--- config.mk ---
export PLATFORM = sky130hd
export DESIGN_NAME = dap_shift_sequencer
export DESIGN_NICKNAME = d
export VERILOG_FILES = /design/src/rtl/dap_shift_pkg.sv /design/src/rtl/dap_shift_sequencer.sv
export SDC_FILE = /design/constraint.sdc
export NUM_CORES = 1
export LEC_CHECK = 0
export CAP_MARGIN = 20
export CORE_MARGIN = 2
export CORE_UTILIZATION = 45
export CTS_CLUSTER_DIAMETER = 200
export CTS_CLUSTER_SIZE = 14
export DETAILED_ROUTE_END_ITERATION = 8
export GPL_ROUTABILITY_DRIVEN = 0
export PLACE_DENSITY = 0.64
export SLEW_MARGIN = 20
export SYNTH_ARGS = -nofsm -noshare
export SYNTH_HDL_FRONTEND = slang
export SYNTH_SLANG_ARGS = --single-unit
--- constraint.sdc ---
create_clock -name clk -period 5.5 [get_ports clk]
set_input_delay 0.55 -clock clk [delete_from_list [all_inputs] [get_ports clk]]
set_output_delay 0.55 -clock clk [all_outputs]
set_load 0.02 [all_outputs]
--- src/rtl/dap_shift_pkg.sv ---
// Shared definitions for the DAP bit shift sequencer: FSM state encoding and the
// default transfer width.
package dap_shift_pkg;

  localparam int DAP_MAX_BITS = 32;

  typedef enum logic [1:0] {
    ST_IDLE  = 2'd0,
    ST_SHIFT = 2'd1,
    ST_DRAIN = 2'd2,
    ST_DONE  = 2'd3
  } state_t;

endpackage

--- src/rtl/dap_shift_sequencer.sv ---
// Bit-level shift engine for one SWD/JTAG-style transfer, paced by the DAP baud generator.
// Optional feature: define DAP_SHIFT_PARITY_EN to add parity_out / parity_in accumulators.
module dap_shift_sequencer
  import dap_shift_pkg::*;
#(
  parameter int MAX_BITS = DAP_MAX_BITS,
  parameter int CNT_W    = 6
) (
  input  logic                clk,
  input  logic                resetn,
  input  logic                start,
  input  logic                abort,
  input  logic [CNT_W-1:0]    bit_count,
  input  logic                write_dir,
  input  logic [MAX_BITS-1:0] tx_data,
  output logic [MAX_BITS-1:0] rx_data,
  output logic                busy,
  output logic                done,
  output logic                gen_cen,
  input  logic                sclk_pulse,
  input  logic                sclk_delay_pulse,
  output logic                sdo,
  output logic                sdo_oe,
  input  logic                sdi
`ifdef DAP_SHIFT_PARITY_EN
  ,
  output logic                parity_out,
  output logic                parity_in
`endif
);

  localparam logic [CNT_W-1:0] MAX_CNT = CNT_W'(MAX_BITS);
  localparam logic [CNT_W-1:0] ONE     = CNT_W'(1);

  state_t              state, state_nxt;
  logic [MAX_BITS-1:0] tx_shift;
  logic [MAX_BITS-1:0] rx_shift;
  logic [CNT_W-1:0]    bit_cnt;
  logic [CNT_W-1:0]    drv_cnt;
  logic [CNT_W-1:0]    smp_cnt;
  logic [CNT_W-1:0]    bc_clamped;
  logic                wr_dir_q;
  logic                accept;
  logic                drv_fire;
  logic                smp_fire;

  assign bc_clamped = (bit_count > MAX_CNT) ? MAX_CNT : bit_count;
  assign accept     = (state == ST_IDLE) && start && !abort;
  assign drv_fire   = (state == ST_SHIFT) && sclk_pulse;
  // A sample may coincide with the drive that enables it (zero generator delay),
  // but never run ahead of the bits actually driven.
  assign smp_fire   = ((state == ST_SHIFT) || (state == ST_DRAIN)) && sclk_delay_pulse &&
                      (smp_cnt < bit_cnt) && ((smp_cnt < drv_cnt) || drv_fire);

  always_comb begin
    state_nxt = state;
    unique case (state)
      ST_IDLE:  if (accept) state_nxt = (bc_clamped == '0) ? ST_DONE : ST_SHIFT;
      ST_SHIFT: if (drv_fire && ((drv_cnt + ONE) == bit_cnt)) state_nxt = ST_DRAIN;
      ST_DRAIN: if (smp_cnt == bit_cnt) state_nxt = ST_DONE;
      ST_DONE:  state_nxt = ST_IDLE;
      default:  state_nxt = ST_IDLE;
    endcase
    if (abort && (state != ST_IDLE)) state_nxt = ST_IDLE;
  end

  // Decoded straight from the state flop so reset removes the generator enable at once.
  assign busy    = (state != ST_IDLE);
  assign done    = (state == ST_DONE);
  assign gen_cen = (state == ST_SHIFT) || (state == ST_DRAIN);
  assign sdo_oe  = wr_dir_q && gen_cen;

  always_ff @(posedge clk or negedge resetn) begin
    if (!resetn) begin
      state    <= ST_IDLE;
      tx_shift <= '0;
      rx_shift <= '0;
      rx_data  <= '0;
      bit_cnt  <= '0;
      drv_cnt  <= '0;
      smp_cnt  <= '0;
      wr_dir_q <= 1'b0;
      sdo      <= 1'b0;
    end else begin
      state <= state_nxt;
      if (accept) begin
        tx_shift <= tx_data;
        bit_cnt  <= bc_clamped;
        wr_dir_q <= write_dir;
        drv_cnt  <= '0;
        smp_cnt  <= '0;
        rx_shift <= '0;
      end
      if (drv_fire) begin
        sdo      <= tx_shift[0];
        tx_shift <= tx_shift >> 1;
        drv_cnt  <= drv_cnt + ONE;
      end
      if (smp_fire) begin
        rx_shift <= rx_shift | (MAX_BITS'(sdi) << smp_cnt);
        smp_cnt  <= smp_cnt + ONE;
      end
      if ((state == ST_DRAIN) && (state_nxt == ST_DONE)) rx_data <= rx_shift;
      else if (accept && (bc_clamped == '0)) rx_data <= '0;
      if (state_nxt == ST_IDLE) sdo <= 1'b0;
    end
  end

`ifdef DAP_SHIFT_PARITY_EN
  always_ff @(posedge clk or negedge resetn) begin
    if (!resetn) begin
      parity_out <= 1'b0;
      parity_in  <= 1'b0;
    end else begin
      if (accept) begin
        parity_out <= 1'b0;
        parity_in  <= 1'b0;
      end
      if (drv_fire) parity_out <= parity_out ^ tx_shift[0];
      if (smp_fire) parity_in  <= parity_in ^ sdi;
    end
  end
`endif

endmodule

-- Word-level counts from Yosys, hierarchy flattened
Index checks and enable logic that the tools add are counted.
- register bits after elaboration: 118
- input port bits: 46
- muxes and demuxes: 18
- $add $sub $neg: 2
- bitwise logic cells: 1
- eq/ne operators: 6
- reductions and logical operators: 22
- shift operators: 1
- $lt $le $gt $ge: 3
- operators by type and width (kind ; number):
    $mux 32 ; 6
    $or 32x32->32 ; 1
    $shl 1x6->32 ; 1
    $mux 6 ; 4
    $add 6x1->6 const B ; 2
    $eq 6x6->1 ; 2
    $lt 6x6->1 ; 2
    $logic_and 1x1->1 ; 11
    $mux 2 ; 5
    $reduce_bool 2->1 ; 5
    $pmux 2 s4 ; 1
    $eq 2x2->1 const B ; 3
    $gt 6x6->1 const B ; 1
    $logic_not 6->1 ; 1
    $logic_not 2->1 ; 2
    $eq 2x1->1 const B ; 1
    $logic_or 1x1->1 ; 2
    $mux 1 ; 2
    $logic_not 1->1 ; 1

-- Longest topological paths before layout
- depth in word-level cells: 10
- depth in mapped cells: 10
- mapped depth without buffers: 8

-- Worst setup path after synthesis
No wires, ideal clock.
- path type: reg-to-reg
- from: register state[0]
- to: register rx_shift[24]
- slack: 3.246 ns
- required time: 5.423 ns
- path buffers: 2
- data arrival time: 2.177 ns
- stages on the path, launching flop included: 10
- library setup time: 0.077 ns
- cells stage by stage: dfrtp_1 > inv_1 > ha_1 > and3b_1 > nand2_1 > o21ai_1 > clkbuf_1 > clkbuf_1 > o2111ai_1 > a21oi_1
- word-level cells in the longest chain between the ends: 6
- elaborated cells between the ends (all ways): 13
- classes of those cells: eq/ne (2); mux (1); reduce/logical (10)
- ends and longest elaborated chain (what ; line ; source):
    start: declaration ; dap_shift_sequencer.sv:35 ; state_t state, state_nxt;
    start signal: assignment ; dap_shift_sequencer.sv:85 ; state <= state_nxt;
    $eq 2x1->1 or $eq 2x2->1 (tied branches) ; -- ;
    $logic_or 1x1->1 (*) ; -- ;
    named net gen_cen ; dap_shift_sequencer.sv:19 ; output logic gen_cen,
    $logic_and 1x1->1 (*) (2 in series) ; dap_shift_sequencer.sv:52 ; assign smp_fire = ((state == ST_SHIFT) || (state == ST_DRAIN)) && sclk_delay_pulse &&
    $logic_and 1x1->1 (*) ; dap_shift_sequencer.sv:53 ; (smp_cnt < bit_cnt) && ((smp_cnt < drv_cnt) || drv_fire);
    $mux 32 or $reduce_bool 2->1 (tied branches) ; -- ;
    end signal: assignment ; dap_shift_sequencer.sv:100 ; rx_shift <= rx_shift | (MAX_BITS'(sdi) << smp_cnt);
    end: declaration ; dap_shift_sequencer.sv:37 ; logic [MAX_BITS-1:0] rx_shift;
The timed path passes the listed nets; every way through them passes the cells marked *.
A chain may end at the register's enable or synchronous reset.

-- Worst setup path in the final report
- from: register state[1]
- to: register rx_data[26]
- word-level cells in the longest chain between the ends: 9
- elaborated cells between the ends (all ways): 20
- classes of those cells: eq/ne (4); mux (6); reduce/logical (10)
- ends and longest elaborated chain (what ; line ; source):
    $eq 2x1->1 or $logic_not 2->1 (tied branches) ; dap_shift_sequencer.sv:49, dap_shift_sequencer.sv:57, dap_shift_sequencer.sv:48 ;
    $logic_and 1x1->1, on equally long branches ; dap_shift_sequencer.sv:49, dap_shift_sequencer.sv:48 ;
    $logic_and 1x1->1, on equally long branches ; dap_shift_sequencer.sv:59, dap_shift_sequencer.sv:48 ;
    $mux 2, on equally long branches ; dap_shift_sequencer.sv:59, dap_shift_sequencer.sv:58 ;
    $pmux 2 s4 ; dap_shift_sequencer.sv:57 ; unique case (state)
    $mux 2 (*) ; dap_shift_sequencer.sv:64 ; if (abort && (state != ST_IDLE)) state_nxt = ST_IDLE;
    named net state_nxt[1] ; dap_shift_sequencer.sv:35 ;
    $eq 2x2->1 (*) ; dap_shift_sequencer.sv:103 ; if ((state == ST_DRAIN) && (state_nxt == ST_DONE)) rx_data <= rx_shift;
    $logic_and 1x1->1 (*) ; dap_shift_sequencer.sv:103 ;
    $mux 32 or $reduce_bool 2->1 (tied branches) ; -- ;
    end signal: assignment ; dap_shift_sequencer.sv:103 ;
    end: declaration ; dap_shift_sequencer.sv:16 ; output logic [MAX_BITS-1:0] rx_data,
Marks and branches as above.

==> run summary <==
Status -> finished, final reports clean
GRT overflow -> 0
Die width -> 118 um
Hold crit path type -> input port to asynchronous set/reset pin
Crit-path max cell delay -> 420 ps
Worst-path clk slew -> 50 ps
Max-Cap Viols -> 0
Slew Viols, Final -> 0
Full die area -> 14000 um2
CTS tree -> built
CTS Buf Count -> 17
Largest net degree at the start of global routing -> 74
Crit-path leading delay family -> simple AND/OR/NAND/NOR gates
Origin of the critical flop-to-flop path -> state[1]
Critical setup path kind -> flop to flop
GR Layer Usage met3 -> 4.87%
M2 GR Usage -> 31.2%
Ys flop type -> dfrtp_1
# resized after CTS -> 0
Clock latency on the worst-skew pair -> 410 ps
Non-Filler Instances -> 877
Sink Count -> 118
Synth warn -> 0
Layout fillers -> 1133
Vias in the first global route -> 4516
Synthesis-stage register bit count -> 118
TNS Setup -> 0 ps
CP Cell Sequence -> inv_1, ha_1, nand2_2, buf_4, nor3_1, nand4_1, o311ai_4, nand2_4, mux2i_1
Max transition margin -> 40.2%
Tcrit/Tclk final -> 51.5%
Initial DRC Count -> 288
# Post-CTS Setup Buffers -> 0
Total GRT Usage -> 19.5%
Layout cells sized above 1 -> 6.95%
Final setup vio count -> 0
Count of cell types in the netlist -> 46
Core Rows -> 41
Final setup margin -> 2670 ps
Leakage -> 0.00338 uW
Area of the multi-input gates -> 2570 um2
Sequential area share after synthesis -> 50.2%
FFs w/ async S/R, synth -> 100%
Crit path launch -> state[1]
Crit-path slowest cell -> dfrtp_1
Most common cell after layout, fill and taps aside -> nand2_1
Gr busiest metal -> met2
CP arrival -> 3100 ps
Die height -> 118 um
Final Hold Fails -> 0
Detailed placement HPWL -> 8.69 mm
FMAX -> 353 MHz
Routed wire per std cell -> 14.8 um
Post-route cell area -> 7380 um2
Register area -> 2950 um2
Post-Synthesis Cells -> 629
Critical path buffers and inverters -> 2
Via count -> 4704
Worst Path Required -> 5760 ps
CP Capture Type -> flop
Initial antenna violation count -> 0
Final #Nets -> 757
I/O Pins -> 83
Place WS -> 2300 ps
Area grow syn2layout -> 25.4%
Worst Skew -> 6.52 ps
Post-synth EDFFs -> 0
Most frequent cells in the layout -> nand2_1, dfrtp_1, clkdlybuf4s50_1
ANT cells -> 0
Total iterations of the first detailed-routing run -> 4
CP max FO -> 73
Longest Clk Path Bufs -> 2
RSZ-0062 raised after global routing -> false
Drt total wl -> 13.0 mm
Tightest Pin Transition -> 892 ps
GR Util met1 -> 25.8%
Power per cell area -> 328 nW/um2
Initial Utilization -> 46.4%
Fin Hold WS -> 201 ps
First-pass GRT wire length -> 22.0 mm
Final antenna-violating net count -> 0
Mapped Area -> 5880 um2
H-tree depth -> 4
DRC Markers -> 0
Vias/cell -> 5.36
Net Count, Synth -> 693
Hold_buf cts -> 0
Dpl cell area -> 6790 um2
CP Launch Type -> flop
Crit path time final -> 2830 ps
Syn Area/Cell -> 9.36 um2
Dpl cells -> 846
IO Port Bufs -> 82
Root buf cell -> clkbuf_16
VDD IR max -> 0.215 mV
Total core area -> 12700 um2
-- synth_stat cells, types with 4 or more instances --
master | number | area [um2]
clkbuf_1 | 36 | 135
nor3_1 | 4 | 20.0
o211ai_1 | 7 | 52.6
mux2i_1 | 33 | 330
o2111ai_1 | 31 | 272
buf_2 | 4 | 20.0
and3_1 | 8 | 50.1
nor3b_1 | 4 | 30.0
xnor2_1 | 11 | 96.3
a21oi_1 | 39 | 195
dfrtp_1 | 118 | 2950
nand3_1 | 6 | 30.0
nand3b_1 | 4 | 30.0
nand2_1 | 123 | 462
ha_1 | 18 | 225
o21ai_1 | 6 | 30.0
a31oi_1 | 33 | 206
nor2_1 | 38 | 143
o21ai_0 | 16 | 80.1
inv_1 | 51 | 191
-- sequential cells by signal (all words and copies together) (netlist names) --
| signal | flops |
|---|---|
| state | 2 |
| sdo | 1 |
| rx_shift | 32 |
| smp_cnt | 6 |
| bit_cnt | 6 |
| rx_data | 32 |
| tx_shift | 32 |
| drv_cnt | 6 |
| wr_dir_q | 1 |
-- final cells by class --
class                           instances  area share, %
Clock buffer                           20           6.05
Multi-Input combinational cell        416           34.8
Sequential cell                       118           40.0
Timing Repair Buffer                   89           11.8
Inverter                               51           2.59
Clock inverter                         11           1.80
Tap cell                              172           2.92
-- logic make-up after synthesis --
kind of cell             synth area share (%)
AO/OA/AOI/OAI                            16.4
XOR/XNOR                                 1.79
adder cells (fa/ha/maj)                  3.83
buffers and inverters                    6.53
flip-flops                               50.2
multiplexers                             5.61
AND/OR/NAND/NOR                          15.7
-- report_power, final --
part / internal (uW) / leakage [uW] / switching (uW)
Combinational: 129 / 0.00151 / 197
Sequential: 952 / 0.00158 / 55.1
Clock: 714 / 0.000289 / 375
-- metrics by stage --
stage | utilization (%) | power [uW]
2_1_floorplan | - | 1230
3_3_place_gp | 53.6 | 1330
3_5_place_dp | 53.6 | 1350
4_1_cts | 58.2 | 2440
5_1_grt | 58.3 | 2540
6_report | 58.3 | 2420
-- final timing paths --
path / endpoint / slack (ps) / cells after the start
max: rx_data[26] / 2670 / 9
min: wr_dir_q / 200 / 1
max reg2reg: rx_data[26] / 2670 / 9
min reg2reg: wr_dir_q / 480 / 2
max in group asynchronous: rx_shift[29] / 4050 / 2
min in group clk: wr_dir_q / 480 / 2
-- routing by layer --
metal	wire (um)	vias up	part of all wire [%]
met5	0	-	0
met4	205	0	1.6
met3	568	20	4.4
met2	6230	120	48
met1	5980	2260	46
li1	-	2304	-
Power figures use the tool's default switching activity.
